File: src/rtl/jogo_memoria_leitor.sv
// Hex memory game: player one records 4 hex digits, shown for SHOW_CYCLES, then hidden;
// player two re-enters them and the block scores hits. All outputs registered from next-state values.
module jogo_memoria_leitor #(
   parameter int SHOW_CYCLES = 50
) (
   input  logic        clk_2,
   input  logic        rst_n,
   input  logic [3:0]  digito,
   input  logic        confirma,
   output logic [63:0] lcd_a,
   output logic [7:0]  SEG,
   output logic [7:0]  LED
);
   localparam int TW = $clog2(SHOW_CYCLES + 1);
   localparam logic [TW-1:0] TLAST = TW'(SHOW_CYCLES - 1);

   typedef enum logic [2:0] {
      GRAVA     = 3'd1,
      MOSTRA    = 3'd2,
      RESPONDE  = 3'd3,
      RESULTADO = 3'd4
   } state_t;

   state_t        state_q, state_d;
   logic [1:0]    idx_q, idx_d;
   logic [15:0]   rec_q, rec_d;
   logic [15:0]   ans_q, ans_d;
   logic [TW-1:0] timer_q, timer_d;
   logic [2:0]    hits_q, hits_d;
   logic          prev_q;
   logic          edge_w;
   logic [3:0]    slot_lo;
   logic [2:0]    hits_calc;
   logic [63:0]   lcd_d;
   logic [7:0]    seg_d, led_d;

   assign edge_w  = confirma & ~prev_q;
   // Digit 0 sits in the most significant nibble.
   assign slot_lo = 4'd12 - {idx_q, 2'b00};

   always_comb begin
      hits_calc = 3'd0;
      for (int k = 1; k < 4; k++) begin
         if (ans_q[4*k +: 4] == rec_q[4*k +: 4]) hits_calc = hits_calc + 3'd1;
      end
      if (digito == rec_q[3:0]) hits_calc = hits_calc + 3'd1;
   end

   always_comb begin
      state_d = state_q;
      idx_d   = idx_q;
      rec_d   = rec_q;
      ans_d   = ans_q;
      timer_d = timer_q;
      hits_d  = hits_q;
      case (state_q)
         GRAVA: begin
            if (edge_w) begin
               rec_d[slot_lo +: 4] = digito;
               if (idx_q == 2'd3) begin
                  idx_d   = 2'd0;
                  timer_d = '0;
                  state_d = MOSTRA;
               end else begin
                  idx_d = idx_q + 2'd1;
               end
            end
         end
         MOSTRA: begin
            if (timer_q == TLAST) state_d = RESPONDE;
            else                  timer_d = timer_q + TW'(1);
         end
         RESPONDE: begin
            if (edge_w) begin
               ans_d[slot_lo +: 4] = digito;
               if (idx_q == 2'd3) begin
                  idx_d   = 2'd0;
                  hits_d  = hits_calc;
                  state_d = RESULTADO;
               end else begin
                  idx_d = idx_q + 2'd1;
               end
            end
         end
         RESULTADO: begin
            if (edge_w) begin
               rec_d   = '0;
               ans_d   = '0;
               idx_d   = 2'd0;
               hits_d  = 3'd0;
               state_d = GRAVA;
            end
         end
         default: state_d = GRAVA;
      endcase
   end

   always_comb begin
      lcd_d = '0;
      seg_d = 8'h00;
      led_d = {state_d, 5'b00000};
      case (state_d)
         GRAVA: begin
            lcd_d[15:0] = rec_d;
            led_d[2:0]  = {1'b0, idx_d};
         end
         MOSTRA: begin
            lcd_d[15:0] = rec_d;
            led_d[2:0]  = 3'd4;
         end
         RESPONDE: begin
            lcd_d[31:16] = ans_d;
            led_d[2:0]   = {1'b0, idx_d};
         end
         RESULTADO: begin
            lcd_d[34:0] = {hits_d, ans_d, rec_d};
            seg_d       = (hits_d == 3'd4) ? 8'hFF : 8'h80;
            led_d[2:0]  = 3'd4;
         end
         default: led_d = 8'h00;
      endcase
   end

   always_ff @(posedge clk_2 or negedge rst_n) begin
      if (!rst_n) begin
         state_q <= GRAVA;
         idx_q   <= 2'd0;
         rec_q   <= '0;
         ans_q   <= '0;
         timer_q <= '0;
         hits_q  <= 3'd0;
         prev_q  <= 1'b1;
         lcd_a   <= '0;
         SEG     <= 8'h00;
         LED     <= 8'h00;
      end else begin
         state_q <= state_d;
         idx_q   <= idx_d;
         rec_q   <= rec_d;
         ans_q   <= ans_d;
         timer_q <= timer_d;
         hits_q  <= hits_d;
         prev_q  <= confirma;
         lcd_a   <= lcd_d;
         SEG     <= seg_d;
         LED     <= led_d;
      end
   end
endmodule

File: config.mk
export PLATFORM = sky130hd
export DESIGN_NAME = jogo_memoria_leitor
export DESIGN_NICKNAME = d
export VERILOG_FILES = /design/src/rtl/jogo_memoria_leitor.sv
export SDC_FILE = /design/constraint.sdc
export NUM_CORES = 1
export LEC_CHECK = 0
export ABC_AREA = 1
export CORE_UTILIZATION = 51
export DETAILED_ROUTE_END_ITERATION = 16
export GPL_TIMING_DRIVEN = 0
export MAX_ROUTING_LAYER = met4
export PLACE_DENSITY = 0.79
export SYNTH_ARGS = -nofsm -noshare
export SYNTH_HDL_FRONTEND = slang
export SYNTH_SLANG_ARGS = --single-unit
export TNS_END_PERCENT = 100
File: constraint.sdc
create_clock -name clk_2 -period 6.22 [get_ports clk_2]
set_input_delay 0.622 -clock clk_2 [delete_from_list [all_inputs] [get_ports clk_2]]
set_output_delay 0.622 -clock clk_2 [all_outputs]
set_load 0.02 [all_outputs]
==> metrics.txt, run 1 <==
I/O pin cnt 87; Final Cycle Share between 40% and 50%; Post-Syn Area 4550 um2; Row Count 34; post-synth top area cell dfrtp_1; root buffer cell clkbuf_8; width of the die 96.5 um; Hold Crit Class input pin to asynchronous set/reset pin; Worst R2R End SEG[6]$_DFF_PN0_; initial DRC count 178; n_diodes 0; Die Y 96.5 um; DRT antenna net count 0; Reg2Reg Depth 16; H-tree depth 3; CP Data Required Time 6520 ps; post-synth top area share roughly half; final slew viol count 0; setup violators final 0; final net count 655; Worst-Margin Slew 564 ps; Most used DFF post-synth dfrtp_1; Max Fanout on Critical Path 4; register area ~2300 um2; layout cells sized above 1 14.0%; yosys warns 0; Vias/cell 4.76; Post-DP HPWL 7510 um; Post-synth EDFFs 0; Hold Vio Cnt, Final 0; Max Fclk 376 MHz; top cells by instance count after synthesis nand2_1, inv_1, dfrtp_1; Mapped Avg Cell Area 8.45 um2; top post-synthesis cells by area dfrtp_1, nand2_1, inv_1, buf_4, nor2_1; VDD IR max 0.296 mV; CTS tree done; min Tclk post-route 2660 ps; Lkg Pwr 3.06 nW; number of global-route vias before repair 3508; max-cap viol count 0; Initial Utilization between 50% and 60%; maximum clock path buffer count 2; total congestion overflow 0; CTS Buf Count 9; CTS resizes 0; setup repair bufs after CTS 0; proportion of synthesized chip area in sequential cells 49.5%; multi-input logic area roughly 1700 um2; total wire length 9890 um; RSZ-0062 raised after global routing no; DRC viols 0; drt pass-1 iters 4; CTS sink cnt 90; Unique masters post-synth 38; Arr. time, crit path 2960 ps; total number of vias 3562; CTS Hold Bufs 0; internal reg-to-reg setup slack 3560 ps; core area 8680 um2; first-pass GRT wire length 16200 um; GPL Wtd Cong 0.874; Syn-to-layout area delta 22.4%; Overall Global Routing Usage 23.9%; Clk pin slew, worst setup/hold paths 90 ps; max_slew headroom 62.4%; Crit. End Element flip-flop; kind of critical path flip-flop to flip-flop; routed len/inst 13.2 um; Async S/R FF share, synth 100%; RR Startpoint ans_q[8]$_DFF_PN0_; pwr dens 421 nW/um2; skew final 15.8 ps; fin util roughly 64%; Die Area 9310 um2; PortBufs 55; status finished, final reports clean; pin count of the biggest net entering global routing just under 50; Setup TNS 0 ps; post-synthesis register bit count 90; Post-Syn Instances 539; worst skew pair latency 370 ps; critical path launch point type flip-flop; Fill cells between 700 and 800; antenna violations before repair 0; count leader, synth nand2_1
-- critical path, stage by stage (launching register included) --
cell,delay (ps)
dfrtp_1,410
or2_2,300
a21oi_1,150
and3_1,270
ha_1,290
inv_1,60
nand2_1,60
nand2_1,80
inv_1,50
ha_1,260
inv_1,50
nand3_1,70
nand2_1,70
inv_1,40
a21oi_1,230
nand3_1,100
nor2_1,90
-- through the flow --
step / instance area [um2] / power [W] / worst slack, ps / std cells / hold WS (ps)
after floorplan: 4670 / 0.00160 / 3920 / 569 / 326
after global placement: 5350 / 0.00190 / 1460 / 732 / 467
after detailed placement: 5380 / 0.00195 / 3540 / 733 / 472
after CTS: 5570 / 0.00234 / 3560 / 749 / 262
after global routing: 5570 / 0.00254 / 3280 / 749 / 276
final: 5570 / 0.00235 / 3560 / 749 / 232
-- metal layers --
layer	GRT usage, %	routed length, um
met5	-	0
met4	9.80	206
met3	4.30	398
met2	38.7	4890
met1	29.8	4390
-- power by group --
part           internal [W]  leakage (nW)  total, W  switching [W]
logic              0.000408          1.74   0.00116       0.000750
clock network      0.000186        0.0925  0.000398       0.000211
registers          0.000712          1.22  0.000791      0.0000789
total               0.00131          3.06   0.00235        0.00104
-- flip-flops by register name (all words and copies together) (netlist names) --
signal / flops
lcd_a: 35
ans_q: 16
rec_q: 16
LED: 6
timer_q: 6
hits_q: 3
state_q: 3
SEG: 2
idx_q: 2
prev_q: 1
-- worst max path at each step --
stage                     slack [ps]  cells after the start                   to                from
after global placement          1460                      1  lcd_a[15]$_DFF_PN0_               rst_n
after CTS                       3560                     16     SEG[6]$_DFF_PN0_  ans_q[8]$_DFF_PN0_
final                           3560                     16     SEG[6]$_DFF_PN0_  ans_q[8]$_DFF_PN0_
after global routing            3280                     16     SEG[6]$_DFF_PN0_  ans_q[8]$_DFF_PN0_
after detailed placement        3540                     11  lcd_a[24]$_DFF_PN0_            confirma
after floorplan                 3920                     16     SEG[6]$_DFF_PN0_  ans_q[8]$_DFF_PN0_
-- cells by family (layout without fill, tap and decap cells) --
kind of cell	count (synthesis)	in the layout	synth area share, %
AND/OR/NAND/NOR	214	214	21.0
other	1	31	0.0824
XOR/XNOR	6	6	1.15
buffers and inverters	143	215	15.4
flip-flops	90	90	49.5
AO/OA/AOI/OAI	73	73	9.59
adder cells (fa/ha/maj)	12	12	3.30
-- final cells by class --
cell class                 instances  share of cell area [%]
clock inverter                     6                    1.21
timing repair buffer              56                    10.3
tap                              108                    2.43
inverter                         100                    6.78
multi-input combinational        336                    30.7
clock buffer                      10                    2.29
buffer                            43                    5.79
sequential                        90                    40.5
-- cells in the final DEF (no fill, tap or decap), drive strengths merged, types with 2 or more instances in the layout --
cell,count
nand2,127
inv,100
dfrtp,88
nor2,56
clkdlybuf4s50,54
buf,44
conb,31
a21oi,26
o21ai,25
nand3,18
ha,12
clkbuf,11
o22ai,9
xnor2,4
nand4,4
a22oi,4
nor3,4
and3,3
o21a,3
clkinv,3
xor2,2
o2bb2ai,2
a21o,2
clkinvlp,2
dfstp,2
Power figures use the tool's default switching activity.
==> inputs of run 2 (changes only) <==
==> constraint.sdc (replaced) <==
create_clock -name clk_2 -period 2.7 [get_ports clk_2]
set_input_delay 0.27 -clock clk_2 [delete_from_list [all_inputs] [get_ports clk_2]]
set_output_delay 0.27 -clock clk_2 [all_outputs]
set_load 0.02 [all_outputs]
==> run 2 against run 1 <==
Net effect: sequential cell count did not move; critical path depth stayed put; global-route usage unchanged; worst hold slack better by 200 ps; non-clock buffer count increased by 2; core utilization rose by 0.52 points; wire length is 2.4% higher; combinational power increased by 140%; design area grew 0.81%; register-to-register slack lost 3300 ps; first-iteration DRC count grew 6.7%; count of clock-buffer cells in the layout is the same.
==> metrics.txt, run 2 (synthesis gave the netlist of run 1 again) <==
routed len/inst 13.5 um (+2.2%); DRC viols 0 (unchanged); Arr. time, crit path 2780 ps (-180 ps); Overall Global Routing Usage 23.9% (unchanged); max reg flops 35 (unchanged); most frequent cells in the layout nand2_1, inv_1, dfrtp_1; antenna violations before repair 0 (unchanged); n_diodes 0 (unchanged); largest reg by FF count lcd_a; maximum clock path buffer count 2 (unchanged); Setup Slack @ Placement 63.7 ps (-3480 ps); Initial Utilization 52.5% (unchanged); max-cap viol count 0 (unchanged); pin count of the biggest net entering global routing 49 (unchanged); Vias/cell 4.83 (+1.5%); Logic pwr share 50.7% (+1.4 points); register area 2250 um2 (unchanged); Sw Ratio 44.3% (about the same); CTS tree done; Syn-to-layout area delta 23.4%; Top cell by count, worst path inv_1; final net count 657 (+0.31%); first-pass GRT wire length 16200 um (unchanged); initial DRC count 190 (+6.7%); layout cells sized above 1 14.9% (+0.89 points); critical path launch point type flip-flop; Max Fclk 403 MHz (+7.1%); number of global-route vias before repair 3508 (unchanged); PnR worst setup slack 216 ps (-3340 ps); commonest non-fill, non-tap cell in the layout nand2_1; DRT antenna net count 0 (unchanged); PortBufs 55 (unchanged); pwr dens 989 nW/um2 (+130%); I/O pin cnt 87 (unchanged); Hold Crit Class input pin to asynchronous set/reset pin; Final Cycle Share 92.0% (+49 points); internal reg-to-reg setup slack 220 ps (-3340 ps); H-tree depth 3 (unchanged); sequential share of power 32.8% (-0.9 points); Tot Pwr 0.00555 W (+140%); VDD IR max 0.684 mV (+130%); RSZ-0062 raised after global routing no; GPL Wtd Cong 0.874 (unchanged); status finished, final reports clean; Crit. End Element flip-flop; Lkg Pwr 3.07 nW (+0.44%); Worst-Margin Slew 562 ps (-2.81 ps); Max Fanout on Critical Path 4 (unchanged); crit-path cells or2_2 -> a21oi_2 -> and3_4 -> ha_4 -> inv_1 -> nand2_1 -> nand2_2 -> inv_1 -> ha_1 -> inv_1 -> nand3_1 -> nand2_1 -> inv_1 -> a21oi_2 -> nand3_1 -> nor2_1; kind of critical path flip-flop to flip-flop; critical path's top delay family simple AND/OR/NAND/NOR gates; CTS sink cnt 90 (unchanged); worst skew pair latency 360 ps (about the same); multi-input logic area 1740 um2 (+1.6%); total number of vias 3626 (+1.8%); Switch Pwr 0.00246 W (+140%); P_int 0.00309 W (+140%); min Tclk post-route 2480 ps (-176 ps); Post-DP HPWL 7510 um (unchanged); WP buf/inv 4 (unchanged); Clk pin slew, worst setup/hold paths 90 ps (about the same); final slew viol count 0 (unchanged); max_slew headroom 62.6% (+0.19 points); CP Data Required Time 2990 ps (-3530 ps); width of the die 96.5 um (unchanged); Die Y 96.5 um (unchanged); Hold Vio Cnt, Final 0 (unchanged); skew final 14.7 ps (-1.06 ps); total congestion overflow 0 (unchanged); Fill cells 705 (-1.3%); total wire length 10100 um (+2.4%); Row Count 34 (unchanged); largest registers lcd_a: 35 flops, ans_q: 16 flops, rec_q: 16 flops; core area 8680 um2 (unchanged); drt pass-1 iters 4 (unchanged); critical path's largest stage delay 420 ps (about the same); Clock power frac 16.5% (-0.5 points); CTS Buf Count 9 (unchanged); CP max-delay cell dfrtp_1; setup violators final 0 (unchanged); root buffer cell clkbuf_8; Die Area 9310 um2 (unchanged)
## run 2: what timing repair did
item                                   in CTS  in global routing
hold buffers                                1                  0
resized for setup                           0                  6
setup buffers                               0                  1
setup endpoints to repair                   0                  3
endpoints found under the hold margin      42                  0
## run 2: worst reg2reg max path: stages (launching register included)
cell     delay, ps
dfrtp_1        420
or2_2          310
a21oi_2        130
and3_4         240
ha_4           210
inv_1           50
nand2_1         80
nand2_2         80
inv_1           40
ha_1           260
inv_1           50
nand3_1         70
nand2_1         70
inv_1           50
a21oi_2        180
nand3_1         90
nor2_1          90
## run 2: final timing paths
path,depth (start not counted),from,endpoint
setup / recovery,16,ans_q[8]$_DFF_PN0_,SEG[6]$_DFF_PN0_
hold / removal,2,rst_n,lcd_a[16]$_DFF_PN0_
setup reg to reg,16,ans_q[8]$_DFF_PN0_,SEG[6]$_DFF_PN0_
hold reg to reg,1,timer_q[4]$_DFFE_PN0P_,timer_q[4]$_DFFE_PN0P_
max in group asynchronous,3,rst_n,prev_q$_DFF_PN1_
min in group clk_2,1,confirma,prev_q$_DFF_PN1_
## run 2: per-layer routing
layer | routed length [um] | up-vias | global-route usage (%)
met5 | 0 | - | -
met4 | 221 | 0 | 9.80
met3 | 498 | 19 | 4.30
met2 | 5050 | 115 | 38.7
met1 | 4360 | 1701 | 29.8
li1 | - | 1791 | -
## run 2: per-stage QoR
stage	setup TNS [ps]	util (%)	cells	hold WS [ps]	cell area, um2
after floorplan	0	-	569	-25.6	4670
after global placement	-151530	61.7	732	467	5350
after detailed placement	0	62.0	733	300	5380
after CTS	0	64.3	750	422	5580
after global routing	0	64.7	751	428	5620
final	0	64.7	751	427	5620
## run 2: power by group through the flow
| stage | registers, W | logic [W] | clock network [W] |
|---|---|---|---|
| 3_5_place_dp | 0.00184 | 0.00264 | 0 |
| 4_1_cts | 0.00182 | 0.00266 | 0.000920 |
| 6_report | 0.00182 | 0.00281 | 0.000915 |
| 5_1_grt | 0.00185 | 0.00316 | 0.000983 |
| 2_1_floorplan | 0.00195 | 0.00172 | 0 |
| 3_3_place_gp | 0.00183 | 0.00254 | 0 |
## run 2: cell type report
| type | instances | share of cell area, % |
|---|---|---|
| Buffer | 43 | 5.75 |
| Clock buffer | 10 | 2.27 |
| Clock inverter | 6 | 1.20 |
| Inverter | 100 | 6.73 |
| Multi-Input combinational cell | 336 | 30.9 |
| Sequential cell | 90 | 40.1 |
| Tap cell | 108 | 2.41 |
| Timing Repair Buffer | 58 | 10.6 |
==> inputs of run 3 (changes only) <==
--- a/config.mk
+++ b/config.mk
@@ -10,7 +10,8 @@
 export DETAILED_ROUTE_END_ITERATION = 16
 export GPL_TIMING_DRIVEN = 0
 export MAX_ROUTING_LAYER = met4
-export PLACE_DENSITY = 0.79
+export PLACE_DENSITY_LB_ADDON = 0.08
+export SETUP_SLACK_MARGIN = 0.1
 export SYNTH_ARGS = -nofsm -noshare
 export SYNTH_HDL_FRONTEND = slang
 export SYNTH_SLANG_ARGS = --single-unit
==> run 3 against run 2 <==
Net effect: fmax up 2.3%; sequential cell count unchanged; combinational power up 2%; core utilization up 0.23 points; cell count up 0.13%; sequential power about the same; setup slack better by 55 ps; sequential share of layout area down 0.14 points; first-iteration DRC count down 19%; design area up 0.36%.
==> metrics.txt, run 3 (synthesis gave the netlist of run 1 again) <==
H-tree depth 3 (unchanged); CTS tree done; CTS Buf Count 9 (unchanged); worst skew pair latency 370 ps (about the same); setup violators final 0 (unchanged); PortBufs 55 (unchanged); DRT antenna net count 0 (unchanged); VDD IR max 0.627 mV (-8.4%); kind of critical path flip-flop to flip-flop; Arr. time, crit path 2690 ps (-90 ps); RR Startpoint ans_q[8]$_DFF_PN0_; min Tclk post-route 2430 ps (-54.9 ps); most frequent cells in the layout nand2_1, inv_1, dfrtp_1; Max Fanout on Critical Path 4 (unchanged); CP Data Required Time 2960 ps (-30 ps); maximum clock path buffer count 2 (unchanged); Hold Crit Class input pin to asynchronous set/reset pin; Clk pin slew, worst setup/hold paths 90 ps (about the same); skew final 10.9 ps (-3.77 ps); DRC viols 0 (unchanged); Fill cells 748 (+6.1%); max-cap viol count 0 (unchanged); total congestion overflow 0 (unchanged); final slew viol count 0 (unchanged); n_diodes 0 (unchanged); Clock power frac 16.8% (+0.3 points); initial DRC count 154 (-19%); pwr dens 997 nW/um2 (+0.88%); number of global-route vias before repair 3264 (-7.0%); post-route worst hold slack 379 ps (-48.2 ps); max reg flops 35 (unchanged); Syn-to-layout area delta 23.8%; I/O pin cnt 87 (unchanged); status finished, final reports clean; largest reg by FF count lcd_a; Logic pwr share 50.9% (+0.2 points); Initial Utilization 52.5% (unchanged); layout cells sized above 1 15.1% (+0.13 points); CTS sink cnt 90 (unchanged); commonest non-fill, non-tap cell in the layout nand2_1; routed len/inst 13.0 um (-3.9%); CP startpoint ans_q[8]$_DFF_PN0_; total number of vias 3573 (-1.5%); Max Fclk 412 MHz (+2.3%); Lkg Pwr 3.09 nW (+0.46%); core area 8680 um2 (unchanged); Row Count 34 (unchanged); width of the die 96.5 um (unchanged); Post-DP HPWL 7310 um (-2.6%); GPL Wtd Cong 0.860 (-1.6%); internal reg-to-reg setup slack 270 ps (+50 ps); antenna violations before repair 0 (unchanged); Sw Ratio 43.1% (-1.3 points); sequential share of power 32.3% (-0.5 points); Switch Pwr 0.00242 W (-1.6%); Hold Vio Cnt, Final 0 (unchanged); final net count 658 (+0.15%); Vias/cell 4.75 (-1.6%); drt pass-1 iters 4 (unchanged); RSZ-0062 raised after global routing no; first-pass GRT wire length 15600 um (-3.7%); total wire length 9750 um (-3.7%); P_int 0.00320 W (+3.5%); Overall Global Routing Usage 23.3% (-0.67 points); Die Area 9310 um2 (unchanged); fin util 65.0% (+0.23 points); Crit. End Element flip-flop; Reg2Reg Depth 16 (unchanged); Final Cycle Share 90.0% (-2.0 points); largest registers lcd_a: 35 flops, ans_q: 16 flops, rec_q: 16 flops; Die Y 96.5 um (unchanged); pin count of the biggest net entering global routing 59 (+20%); critical path launch point type flip-flop; root buffer cell clkbuf_8; Tot Pwr 0.00562 W (+1.2%)
-- run 3: worst max-delay path, cell delays in order (launching register included) --
cell and delay (ps):
dfrtp_1 410, or2_4 260, a21oi_2 150, and3_4 220, ha_4 200, inv_1 50
nand2_1 60, nand2_1 110, inv_1 50, ha_1 260, inv_1 50, nand3_1 70
nand2_1 70, inv_1 50, a21oi_2 140, buf_4 130, nor2_1 30
-- run 3: per-layer routing --
metal  vias up  GRT usage [%]  wire length (um)
li1       1797              -                 -
met1      1675           30.0              4500
met2        87           36.8              4660
met3        14           3.91               419
met4         0           8.95               165
met5         -              -                 0
-- run 3: metrics by stage --
step           instances  instance area (um2)  setup TNS, ps  setup slack (ps)
2_1_floorplan        569                 4670              0               399
4_1_cts              750                 5600              0               163
3_5_place_dp         733                 5380              0               114
6_report             752                 5640              0               271
3_3_place_gp         732                 5350        -161820             -1830
5_1_grt              752                 5640              0              83.5
-- run 3: repair_timing --
| item | in CTS | in global routing |
|---|---|---|
| endpoints found under the hold margin | 32 | 0 |
| pin swaps | 0 | 4 |
| resized for setup | 1 | 6 |
| endpoints found under the setup margin | 1 | 3 |
| hold buffers | 1 | 0 |
| setup buffers | 0 | 2 |
-- run 3: final timing paths --
check                                  endpoint
hold / removal              ans_q[12]$_DFF_PN0_
min in group clk_2             prev_q$_DFF_PN1_
hold reg to reg             hits_q[2]$_DFF_PN0_
setup reg to reg            lcd_a[33]$_DFF_PN0_
max in group asynchronous  state_q[0]$_DFF_PN1_
setup / recovery            lcd_a[33]$_DFF_PN0_
-- run 3: area by class of cell --
cell class              instances  area (um2)  share of cell area (%)
flip-flops and latches         90        2250                    40.0
multi-input cells             336        1740                    30.9
repair buffers                 59         601                    10.7
inverters                     100         378                    6.70
plain buffers                  43         323                    5.73
clock buffers                  12         155                    2.75
well taps                     108         135                    2.40
clock inverters                 4        51.3                   0.910
-- run 3: power by group through the flow --
stage               clock network [W]  registers (W)  logic, W
floorplan                           0        0.00195   0.00172
global placement                    0        0.00183   0.00257
detailed placement                  0        0.00184   0.00264
CTS                          0.000967        0.00181   0.00267
global route                  0.00103        0.00185   0.00321
finish                       0.000943        0.00181   0.00286
